**src/rtl/noc_pkt_tx_pkg.sv**
```systemverilog
// Shared types and constants for the NoC packet transmitter.
package noc_pkg;

  localparam int XY_SZ_D  = 4;
  localparam int LEN_W_D  = 8;
  localparam int TYPE_W   = 8;
  localparam int SRC_W    = 2 * XY_SZ_D;
  localparam int WORD_W   = 32;
  localparam int KEEP_W   = WORD_W / 8;
  localparam logic [KEEP_W-1:0] KEEP_ALL = '1;

  // Header layout, LSB-first: x, y, src, len, type.
  typedef struct packed {
    logic [TYPE_W-1:0]  typ;
    logic [LEN_W_D-1:0] len;
    logic [SRC_W-1:0]   src;
    logic [XY_SZ_D-1:0] y;
    logic [XY_SZ_D-1:0] x;
  } noc_hdr_t;

  localparam int HDR_W_D = $bits(noc_hdr_t);

  typedef enum logic [0:0] {
    IDLE = 1'b0,
    DATA = 1'b1
  } tx_state_t;

endpackage

```
**src/rtl/noc_pkt_tx_if.sv**
```systemverilog
// Request, payload and egress stream bundle for the packet transmitter.
interface noc_pkt_tx_if #(
  parameter int XY_SZ = 4,
  parameter int LEN_W = 8
) ();

  logic             req_valid;
  logic             req_ready;
  logic [XY_SZ-1:0] req_x_dest;
  logic [XY_SZ-1:0] req_y_dest;
  logic [7:0]       req_type;
  logic [LEN_W-1:0] req_len;

  logic             pld_valid;
  logic [31:0]      pld_data;
  logic             pld_ready;

  logic             stream_out_TREADY;
  logic             stream_out_TVALID;
  logic [31:0]      stream_out_TDATA;
  logic [3:0]       stream_out_TKEEP;
  logic             stream_out_TLAST;

  // Environment side: issues requests and payload, sinks the stream.
  modport master (
    output req_valid, req_x_dest, req_y_dest, req_type, req_len,
    output pld_valid, pld_data,
    output stream_out_TREADY,
    input  req_ready, pld_ready,
    input  stream_out_TVALID, stream_out_TDATA, stream_out_TKEEP, stream_out_TLAST
  );

  // Transmitter side.
  modport slave (
    input  req_valid, req_x_dest, req_y_dest, req_type, req_len,
    input  pld_valid, pld_data,
    input  stream_out_TREADY,
    output req_ready, pld_ready,
    output stream_out_TVALID, stream_out_TDATA, stream_out_TKEEP, stream_out_TLAST
  );

endinterface

```
**src/rtl/noc_pkt_tx.sv**
```systemverilog
// NoC egress framer: one header word, then req_len payload words, TLAST on
// the final word, through a single registered output slot.
module noc_pkt_tx
  import noc_pkg::*;
#(
  parameter int XY_SZ = XY_SZ_D,
  parameter int LEN_W = LEN_W_D
) (
  input  logic               clk_line,
  input  logic               clk_line_rst_high,
  input  logic [2*XY_SZ-1:0] HsrcId,
  noc_pkt_tx_if.slave        bus,
  output logic               busy,
  output logic [15:0]        pkts_sent
);

  localparam int HDR_W = TYPE_W + LEN_W + 4 * XY_SZ;

  tx_state_t        r_state, w_state_nxt;
  logic             r_tvalid;
  logic [31:0]      r_tdata;
  logic [3:0]       r_tkeep;
  logic             r_tlast;
  logic [LEN_W-1:0] r_cnt;
  logic [15:0]      r_pkts;

  logic             w_out_free;
  logic             w_req_ready;
  logic             w_pld_ready;
  logic             w_load_hdr;
  logic             w_load_pld;
  logic             w_cnt_last;
  logic [HDR_W-1:0] w_hdr_raw;
  logic [31:0]      w_hdr;

  // Slot can take a new word when empty or draining this cycle.
  assign w_out_free = !r_tvalid || bus.stream_out_TREADY;
  assign w_cnt_last = (r_cnt == LEN_W'(1));
  assign w_hdr_raw  = {bus.req_type, bus.req_len, HsrcId, bus.req_y_dest, bus.req_x_dest};
  assign w_hdr      = 32'(w_hdr_raw);

  assign w_load_hdr = bus.req_valid && w_req_ready;
  assign w_load_pld = bus.pld_valid && w_pld_ready;

  // Next state and handshake readies; readies are held low during reset.
  always_comb begin
    w_state_nxt = r_state;
    w_req_ready = 1'b0;
    w_pld_ready = 1'b0;
    case (r_state)
      IDLE: begin
        w_req_ready = w_out_free && !clk_line_rst_high;
        if (bus.req_valid && w_req_ready && (bus.req_len != '0))
          w_state_nxt = DATA;
      end
      DATA: begin
        w_pld_ready = w_out_free && !clk_line_rst_high;
        if (bus.pld_valid && w_pld_ready && w_cnt_last)
          w_state_nxt = IDLE;
      end
      default: w_state_nxt = IDLE;
    endcase
  end

  // State register.
  always_ff @(posedge clk_line) begin
    if (clk_line_rst_high) r_state <= IDLE;
    else                   r_state <= w_state_nxt;
  end

  // Output slot: load header or payload, hold on stall, empty when drained.
  always_ff @(posedge clk_line) begin
    if (clk_line_rst_high) begin
      r_tvalid <= 1'b0;
      r_tdata  <= '0;
      r_tkeep  <= '0;
      r_tlast  <= 1'b0;
    end else if (w_load_hdr) begin
      r_tvalid <= 1'b1;
      r_tdata  <= w_hdr;
      r_tkeep  <= KEEP_ALL;
      r_tlast  <= (bus.req_len == '0);
    end else if (w_load_pld) begin
      r_tvalid <= 1'b1;
      r_tdata  <= bus.pld_data;
      r_tkeep  <= KEEP_ALL;
      r_tlast  <= w_cnt_last;
    end else if (w_out_free) begin
      r_tvalid <= 1'b0;
    end
  end

  // Remaining payload word counter, latched from the accepted request.
  always_ff @(posedge clk_line) begin
    if (clk_line_rst_high)  r_cnt <= '0;
    else if (w_load_hdr)    r_cnt <= bus.req_len;
    else if (w_load_pld)    r_cnt <= r_cnt - LEN_W'(1);
  end

  // Completed-packet counter, bumped on each TLAST handshake; wraps.
  always_ff @(posedge clk_line) begin
    if (clk_line_rst_high)
      r_pkts <= '0;
    else if (r_tvalid && bus.stream_out_TREADY && r_tlast)
      r_pkts <= r_pkts + 16'd1;
  end

  assign bus.req_ready         = w_req_ready;
  assign bus.pld_ready         = w_pld_ready;
  assign bus.stream_out_TVALID = r_tvalid;
  assign bus.stream_out_TDATA  = r_tdata;
  assign bus.stream_out_TKEEP  = r_tkeep;
  assign bus.stream_out_TLAST  = r_tlast;
  assign busy                  = (r_state != IDLE) || r_tvalid;
  assign pkts_sent             = r_pkts;

endmodule
```
**src/flat_wrapper.sv**
```systemverilog
// flat-port wrapper written by rule: the top's interface ports become plain ports
module noc_pkt_tx_flat import noc_pkg::*;
#(
  parameter int XY_SZ = XY_SZ_D,
  parameter int LEN_W = LEN_W_D
)
  (clk_line, clk_line_rst_high, HsrcId, busy, pkts_sent, bus_req_valid, bus_req_x_dest, bus_req_y_dest, bus_req_type, bus_req_len, bus_pld_valid, bus_pld_data, bus_stream_out_TREADY, bus_req_ready, bus_pld_ready, bus_stream_out_TVALID, bus_stream_out_TDATA, bus_stream_out_TKEEP, bus_stream_out_TLAST);
  noc_pkt_tx_if #(.XY_SZ(XY_SZ), .LEN_W(LEN_W)) bus_i ();
  input  logic clk_line;
  input  logic clk_line_rst_high;
  input  logic [2*XY_SZ-1:0] HsrcId;
  output logic busy;
  output logic [15:0] pkts_sent;
  input wire logic [$bits(bus_i.req_valid)-1:0] bus_req_valid;
  input wire logic [$bits(bus_i.req_x_dest)-1:0] bus_req_x_dest;
  input wire logic [$bits(bus_i.req_y_dest)-1:0] bus_req_y_dest;
  input wire logic [$bits(bus_i.req_type)-1:0] bus_req_type;
  input wire logic [$bits(bus_i.req_len)-1:0] bus_req_len;
  input wire logic [$bits(bus_i.pld_valid)-1:0] bus_pld_valid;
  input wire logic [$bits(bus_i.pld_data)-1:0] bus_pld_data;
  input wire logic [$bits(bus_i.stream_out_TREADY)-1:0] bus_stream_out_TREADY;
  output wire logic [$bits(bus_i.req_ready)-1:0] bus_req_ready;
  output wire logic [$bits(bus_i.pld_ready)-1:0] bus_pld_ready;
  output wire logic [$bits(bus_i.stream_out_TVALID)-1:0] bus_stream_out_TVALID;
  output wire logic [$bits(bus_i.stream_out_TDATA)-1:0] bus_stream_out_TDATA;
  output wire logic [$bits(bus_i.stream_out_TKEEP)-1:0] bus_stream_out_TKEEP;
  output wire logic [$bits(bus_i.stream_out_TLAST)-1:0] bus_stream_out_TLAST;
  assign bus_i.req_valid = bus_req_valid;
  assign bus_i.req_x_dest = bus_req_x_dest;
  assign bus_i.req_y_dest = bus_req_y_dest;
  assign bus_i.req_type = bus_req_type;
  assign bus_i.req_len = bus_req_len;
  assign bus_i.pld_valid = bus_pld_valid;
  assign bus_i.pld_data = bus_pld_data;
  assign bus_i.stream_out_TREADY = bus_stream_out_TREADY;
  assign bus_req_ready = bus_i.req_ready;
  assign bus_pld_ready = bus_i.pld_ready;
  assign bus_stream_out_TVALID = bus_i.stream_out_TVALID;
  assign bus_stream_out_TDATA = bus_i.stream_out_TDATA;
  assign bus_stream_out_TKEEP = bus_i.stream_out_TKEEP;
  assign bus_stream_out_TLAST = bus_i.stream_out_TLAST;
  noc_pkt_tx #(.XY_SZ(XY_SZ), .LEN_W(LEN_W)) u_core (.clk_line(clk_line), .clk_line_rst_high(clk_line_rst_high), .HsrcId(HsrcId), .bus(bus_i), .busy(busy), .pkts_sent(pkts_sent));
endmodule
```
**config.mk**
```make
export PLATFORM = sky130hd
export DESIGN_NAME = noc_pkt_tx_flat
export DESIGN_NICKNAME = d
export VERILOG_FILES = /design/src/rtl/noc_pkt_tx_pkg.sv /design/src/rtl/noc_pkt_tx_if.sv /design/src/rtl/noc_pkt_tx.sv /design/src/flat_wrapper.sv
export SDC_FILE = /design/constraint.sdc
export NUM_CORES = 1
export LEC_CHECK = 0
export BUFFER_PORTS_ARGS = -buffer_cell sky130_fd_sc_hd__buf_2
export CAP_MARGIN = 25
export CORE_MARGIN = 8
export CORE_UTILIZATION = 50
export DETAILED_ROUTE_END_ITERATION = 8
export HOLD_SLACK_MARGIN = 0.06
export PLACE_DENSITY = 0.82
export SLEW_MARGIN = 10
export SYNTH_ARGS = -nofsm -noshare
export SYNTH_HDL_FRONTEND = slang
export SYNTH_SLANG_ARGS = --single-unit
```
**constraint.sdc**
```tcl
create_clock -name clk_line -period 2.3 [get_ports clk_line]
set_input_delay 0.115 -clock clk_line [delete_from_list [all_inputs] [get_ports clk_line]]
set_output_delay 0.115 -clock clk_line [all_outputs]
set_load 0.005 [all_outputs]
```
==> results of run 1 <==
## final timing paths
path,to,slack (ns)
setup / recovery,u_core.bus.stream_out_TDATA[27]$_SDFFE_PP0P_,0.40
hold / removal,u_core.bus.stream_out_TDATA[21]$_SDFFE_PP0P_,0.08
setup reg to reg,u_core.bus.stream_out_TDATA[27]$_SDFFE_PP0P_,0.40
hold reg to reg,u_core.r_cnt[5]$_SDFFE_PP0P_,0.46
## cell type report
class	instances	area, um2	share of cell area (%)
clock inverters	4	95.09	2.489
clock buffers	12	155.1	4.062
inverters	5	18.77	0.4913
repair buffers	133	728.2	19.06
flip-flops and latches	60	1201	31.44
multi-input cells	221	1528	39.99
well taps	75	93.84	2.457
## synthesized netlist by cell type (2+ instances only)
| cell | number |
|---|---|
| buf_2 | 6 |
| nand3_1 | 9 |
| dfxtp_1 | 60 |
| nand3b_1 | 2 |
| buf_4 | 10 |
| o31ai_1 | 2 |
| nand2b_1 | 2 |
| clkbuf_1 | 4 |
| mux2i_1 | 25 |
| nand2_1 | 22 |
| buf_6 | 2 |
| nor4_1 | 7 |
| nor3_1 | 2 |
| a21oi_1 | 19 |
| a211oi_2 | 22 |
| nor2_1 | 37 |
| a211oi_1 | 2 |
| a31oi_1 | 7 |
| xor2_1 | 7 |
| nor2b_1 | 2 |
| ha_1 | 3 |
| inv_1 | 5 |
| and3_1 | 7 |
| or4_1 | 2 |
| or2_2 | 2 |
| or3_1 | 5 |
| nand4_1 | 7 |
| o21ai_1 | 4 |
| o21ai_0 | 6 |
| a22oi_1 | 8 |
## power groups by stage
stage,clock network [mW],logic (mW),registers [mW]
6_report,1.17,0.410,1.13
5_1_grt,1.25,0.455,1.14
4_1_cts,1.20,0.407,1.13
3_5_place_dp,0,0.401,1.16
3_3_place_gp,0,0.390,1.15
2_1_floorplan,0,0.256,1.16
## worst reg2reg max path, delay by kind of cell, from the launching register on
| kind | cells | cell delay (ns) |
|---|---|---|
| simple gates | 2 | 0.57 |
| flops | 1 | 0.48 |
| mux | 1 | 0.37 |
| buf+inv | 1 | 0.27 |
| compound gates | 1 | 0.06 |
## logic make-up after synthesis
group           share of synthesized area [%]
xor+xnor                                2.406
compound gates                          20.66
buf+inv                                 6.357
simple gates                            19.07
fa+ha+maj                               1.289
mux                                     8.978
flops                                   41.24
## through the flow
step	setup slack (ns)	instance area, um2	instances
after floorplan	0.7372	2913	310
after global placement	0.3703	3502	489
after detailed placement	0.2545	3502	489
after CTS	0.2399	3792	509
after global routing	0.2821	3820	510
final	0.3961	3820	510
## state kept, by name, indices dropped and copies added (netlist names)
name,flops
u_core.bus.stream_out_TLAST,1
u_core.bus.stream_out_TKEEP,1
u_core.bus.stream_out_TDATA,32
u_core.pkts_sent,16
u_core.r_state,1
u_core.r_cnt,8
u_core.bus.stream_out_TVALID,1
## layer usage
metal	routed length (um)	track usage, %	share of wire [%]
met5	0	0	0
met4	96	6.711	1.2
met3	880	7.848	11
met2	3449	28.49	45
met1	3323	21.22	43
## what timing repair did
action,CTS,global route
setup endpoints to repair,0,0
endpoints found under the hold margin,5,0
hold buffers,4,0
resized for setup,0,0
==> flow_metrics.tcl, run 1 <==
set metrics [dict create \
    fmax_mhz 525.2 \
    synth-seq-cells 60 \
    critical_path.endpoint_type "flip-flop" \
    drc 0 \
    ys_types 42 \
    layout-drive-gt1-share_pct 39.54 \
    tightest_slew_ns 0.7514 \
    clk_latency_ns 0.33 \
    finClkSkew_ns 0.009884 \
    synth_area_um2 2913 \
    fin_util_pct 66.08 \
    period_minus_slack_ns 1.904 \
    coreArea_um2 5781 \
    whs_ns 0.07705 \
    total_power_mw 2.718 \
    synth_top_area_share_pct 41.24 \
    hold_start "bus_pld_data[21]" \
    ys_warn_count 0 \
    outcome "finished clean" \
    power_density_nw_per_um2 711.5 \
    share_comb_of_total_power_pct 15.1 \
    min_period_over_period_pct 82.78 \
    grt_pass1_vias 2760 \
    antenna_cells 0 \
    intPower_mw 2.069 \
    crit_chain "mux2_1 -> and3_2 -> buf_16 -> nor2_1 -> a211oi_2" \
    p_seq_share_pct 41.7 \
    grt_overflow_total 0 \
    whs_path_depth 3 \
    pin_count 126 \
    synth_area_leaders "dfxtp_1, a211oi_2, mux2i_1, nor2_1, a21oi_1" \
    cp.arrival_ns 2.08 \
    critical-path-slowest-cell "dfxtp_1" \
    cp.depth 5 \
    grt_start_max_net_pins 64 \
    cpPeakStageDelay_ns 0.48 \
    clock-sinks 60 \
    crit_family "simple AND/OR/NAND/NOR gates" \
    maxSlewHeadroom_pct 49.90 \
    reg2reg_from "u_core.r_state$_SDFF_PP0_" \
    path_clk_slew_ns 0.07 \
    vias_per_cell 5.402 \
    startpoint_type "flip-flop" \
    hp-class "input pin to flip-flop" \
    cts_setup_buffers 0 \
    first_pass_iters 4 \
    numCtsBuffers 9 \
    rows 28 \
    cts_tree "built" \
    die_w_um 92.33 \
    p_leak_nw 1.652 \
    root_buffer "clkbuf_8" \
    hold_violations 0 \
    grtUsageTotal_pct 18.04 \
    die_h_um 92.33 \
    fillCellCount 485 \
    crit_fanout 28 \
    mostFrequentLayoutCell "buf_2" \
    dp_hpwl_um 5672 \
    async_flop_share_pct 0 \
    grt_pass1_wl_um 12880 \
    finalSetupViolCount 0 \
    rr_worst_depth 5 \
    irDropWorstVdd_mv 0.4327 \
    fin_tns_setup_ns 0 \
    yosysSeqAreaShare_pct 41.24 \
    wl_per_cell_um 15.19 \
    synth_fp_nets 382 \
    place_congestion 0.7966 \
    final_cell_mix "buf_2, dfxtp_1, nor2_1" \
    cts-htree-levels 3 \
    clkPwrFrac_pct 43.2 \
    avgSynthCellArea_um2 9.396 \
    ant_nets 0 \
    swShare_pct 23.86 \
    p_sw_mw 0.6485 \
    cp.buffers_inverters 1 \
    drt-initial-drc-count 82 \
    area_delta_synth_final_pct 31.14 \
    synth_edf_count 0 \
    finalWirelength_um 7749 \
    synth_top_area_cell "dfxtp_1" \
    syn_inst 310 \
    drv_cap 0 \
    vias 2755 \
    antenna_found_initial 0 \
    portBuffers 125 \
    required_ns 2.48 \
    crit_type "flip-flop to flip-flop" \
    ys.flop_type "dfxtp_1" \
    cp-startpoint "u_core.r_state$_SDFF_PP0_" \
    nets 502 \
    rsz0062_at_grt "no" \
    die-area_um2 8524 \
    slew_violations 0 \
    cts_max_path_buffers 2 \
    start_util_pct 50.39 \
]
Power figures use the tool's default switching activity.
==> inputs of run 2 (changes only) <==
CORE_UTILIZATION = 43   (was 50)
PLACE_DENSITY = 0.74   (was 0.82)
clock period = 1.55 ns   (was 2.3 ns; I/O delays follow)
==> run 2 against run 1 <==
Effect of this change: the run now ends with negative setup slack left; core utilization down 0.41 points; clock skew up 0.0028 ns; final area up 15%; critical endpoint is now u_core.bus.stream_out_TDATA[28]$_SDFFE_PP0P_; first-iteration DRC count up 21%; total power up 43%; combinational power up 98%; highest routed layer unchanged; routed wire length up 19%; die area up 13%; worst setup slack worse by 0.42 ns.
==> flow_metrics.tcl, run 2 (synthesis gave the netlist of run 1 again) <==
set metrics [dict create \
    vias_per_cell 5.356 \
    start_util_pct 43.60 \
    layout-drive-gt1-share_pct 48.62 \
    cts_max_path_buffers 2 \
    drc 0 \
    grt_start_max_net_pins 65 \
    fillCellCount 513 \
    drv_cap 0 \
    cpPeakStageDelay_ns 0.34 \
    total_power_mw 3.882 \
    stdcell_area_um2 4388 \
    clock-sinks 60 \
    violations "negative setup slack" \
    die_h_um 98.31 \
    antenna_cells 0 \
    maxSlewHeadroom_pct 75.69 \
    min_period_over_period_pct 101.5 \
    root_buffer "clkbuf_8" \
    cp.arrival_ns 1.78 \
    fmax_mhz 635.7 \
    power_density_nw_per_um2 884.6 \
    fin_cells 551 \
    tightest_slew_ns 0.3555 \
    fin_util_pct 65.67 \
    rows 30 \
    coreArea_um2 6681 \
    grt_pass1_wl_um 13460 \
    largest_reg_flops 32 \
    portBuffers 125 \
    slew_violations 0 \
    crit_chain "nor2b_4 -> nor4b_4 -> buf_6 -> clkbuf_16 -> mux2i_4 -> a211oi_2" \
    min_to "u_core.bus.stream_out_TDATA[17]$_SDFFE_PP0P_" \
    clk_latency_ns 0.34 \
    path_clk_slew_ns 0.07 \
    finalWirelength_um 9189 \
    r2r_slack_ns -0.02 \
    antenna_found_initial 0 \
    drt-initial-drc-count 99 \
    whs_path_depth 3 \
    place_congestion 0.8290 \
    setup_ws_ns -0.02303 \
    cts_tree "built" \
    area_delta_synth_final_pct 50.64 \
    dp_hpwl_um 6004 \
    ant_nets 0 \
    hp-class "input pin to flip-flop" \
    vias 2951 \
    outcome "finished, violations left" \
    critical-path-slowest-cell "dfxtp_2" \
    crit_family "simple AND/OR/NAND/NOR gates" \
    cts-htree-levels 3 \
    multi_input_area_um2 1777 \
    grtUsageTotal_pct 16.89 \
    final_cell_mix "buf_2, dfxtp_1, nor2_1" \
    grt_overflow_total 0 \
    irDropWorstVdd_mv 0.4744 \
    crit_type "flip-flop to flip-flop" \
    hold_start "bus_req_len[1]" \
    cp.depth 6 \
    die_w_um 98.31 \
    r2r-end "u_core.bus.stream_out_TDATA[28]$_SDFFE_PP0P_" \
    mostFrequentLayoutCell "buf_2" \
    grt_pass1_vias 2866 \
    reg2reg_from "u_core.bus.stream_out_TVALID$_SDFFE_PP0P_" \
    period_minus_slack_ns 1.573 \
    finalSetupViolCount 10 \
    nets 539 \
    rr_worst_depth 6 \
    startpoint_type "flip-flop" \
    area.sequential_um2 1207 \
    pin_count 126 \
    cp.buffers_inverters 2 \
    critical_path.endpoint_type "flip-flop" \
    numCtsBuffers 9 \
    p_leak_nw 1.846 \
    first_pass_iters 4 \
    dpl-instance-area_um2 3714 \
    die-area_um2 9664 \
    crit_fanout 6 \
    dp.cells 515 \
    rsz0062_at_grt "yes" \
    required_ns 1.75 \
    finClkSkew_ns 0.01270 \
    wl_per_cell_um 16.68 \
    hold_violations 0 \
]
run 2: layer usage:
| layer | GRT usage, % | vias up | wire, um |
|---|---|---|---|
| met5 | 0 | - | 0 |
| met4 | 4.250 | 0 | 53 |
| met3 | 9.957 | 7 | 1013 |
| met2 | 25.33 | 133 | 4136 |
| met1 | 20.00 | 1360 | 3985 |
| li1 | - | 1451 | - |
run 2: final cells by class:
| class | count | share of cell area, % |
|---|---|---|
| timing repair buffer | 170 | 24.92 |
| inverter | 5 | 0.4277 |
| clock inverter | 4 | 1.141 |
| multi-input combinational | 221 | 40.49 |
| tap | 80 | 2.281 |
| clock buffer | 11 | 3.222 |
| sequential | 60 | 27.52 |
run 2: through the flow:
step	setup slack, ns	hold WS (ns)	TNS, ns
6_report	-0.02303	0.06769	-0.1031
3_5_place_dp	0.01429	0.3570	0
3_3_place_gp	0.06941	0.3401	0
2_1_floorplan	0.01076	0.2026	0
5_1_grt	-0.09098	0.08382	-1.388
4_1_cts	0.008326	0.06127	0
run 2: power by group:
| part | leakage [nW] | total [mW] | switching (mW) | internal [mW] |
|---|---|---|---|---|
| registers | 0.492 | 1.68 | 0.0547 | 1.63 |
| logic | 1.26 | 0.811 | 0.398 | 0.413 |
| clock network | 0.0914 | 1.39 | 0.612 | 0.775 |
| total | 1.85 | 3.88 | 1.07 | 2.82 |
run 2: repair_timing:
| item | 4_1_cts | 5_1_grt |
|---|---|---|
| hold buffers | 15 | 0 |
| gates cloned | 0 | 3 |
| gates resized for setup | 0 | 48 |
| pin swaps | 1 | 18 |
| buffers inserted | 1 | 2 |
| endpoints found under the hold margin | 14 | 0 |
| endpoints found under the setup margin | 2 | 29 |
run 2: worst min-delay path, delay by kind of cell:
kind	cells	cell delay, ns
AND/OR/NAND/NOR	1	0.10
buffers and inverters	1	0.10
AO/OA/AOI/OAI	1	0.08
run 2: worst max-delay path by stage:
stage,from,end,slack [ns]
floorplan,u_core.bus.stream_out_TVALID$_SDFFE_PP0P_,u_core.bus.stream_out_TDATA[15]$_SDFFE_PP0P_,0.01
global placement,u_core.bus.stream_out_TVALID$_SDFFE_PP0P_,u_core.bus.stream_out_TDATA[15]$_SDFFE_PP0P_,0.07
detailed placement,u_core.r_state$_SDFF_PP0_,u_core.bus.stream_out_TDATA[27]$_SDFFE_PP0P_,0.01
CTS,u_core.r_state$_SDFF_PP0_,u_core.bus.stream_out_TDATA[27]$_SDFFE_PP0P_,0.008
global route,u_core.bus.stream_out_TVALID$_SDFFE_PP0P_,u_core.bus.stream_out_TDATA[9]$_SDFFE_PP0P_,-0.09
finish,u_core.bus.stream_out_TVALID$_SDFFE_PP0P_,u_core.bus.stream_out_TDATA[28]$_SDFFE_PP0P_,-0.02
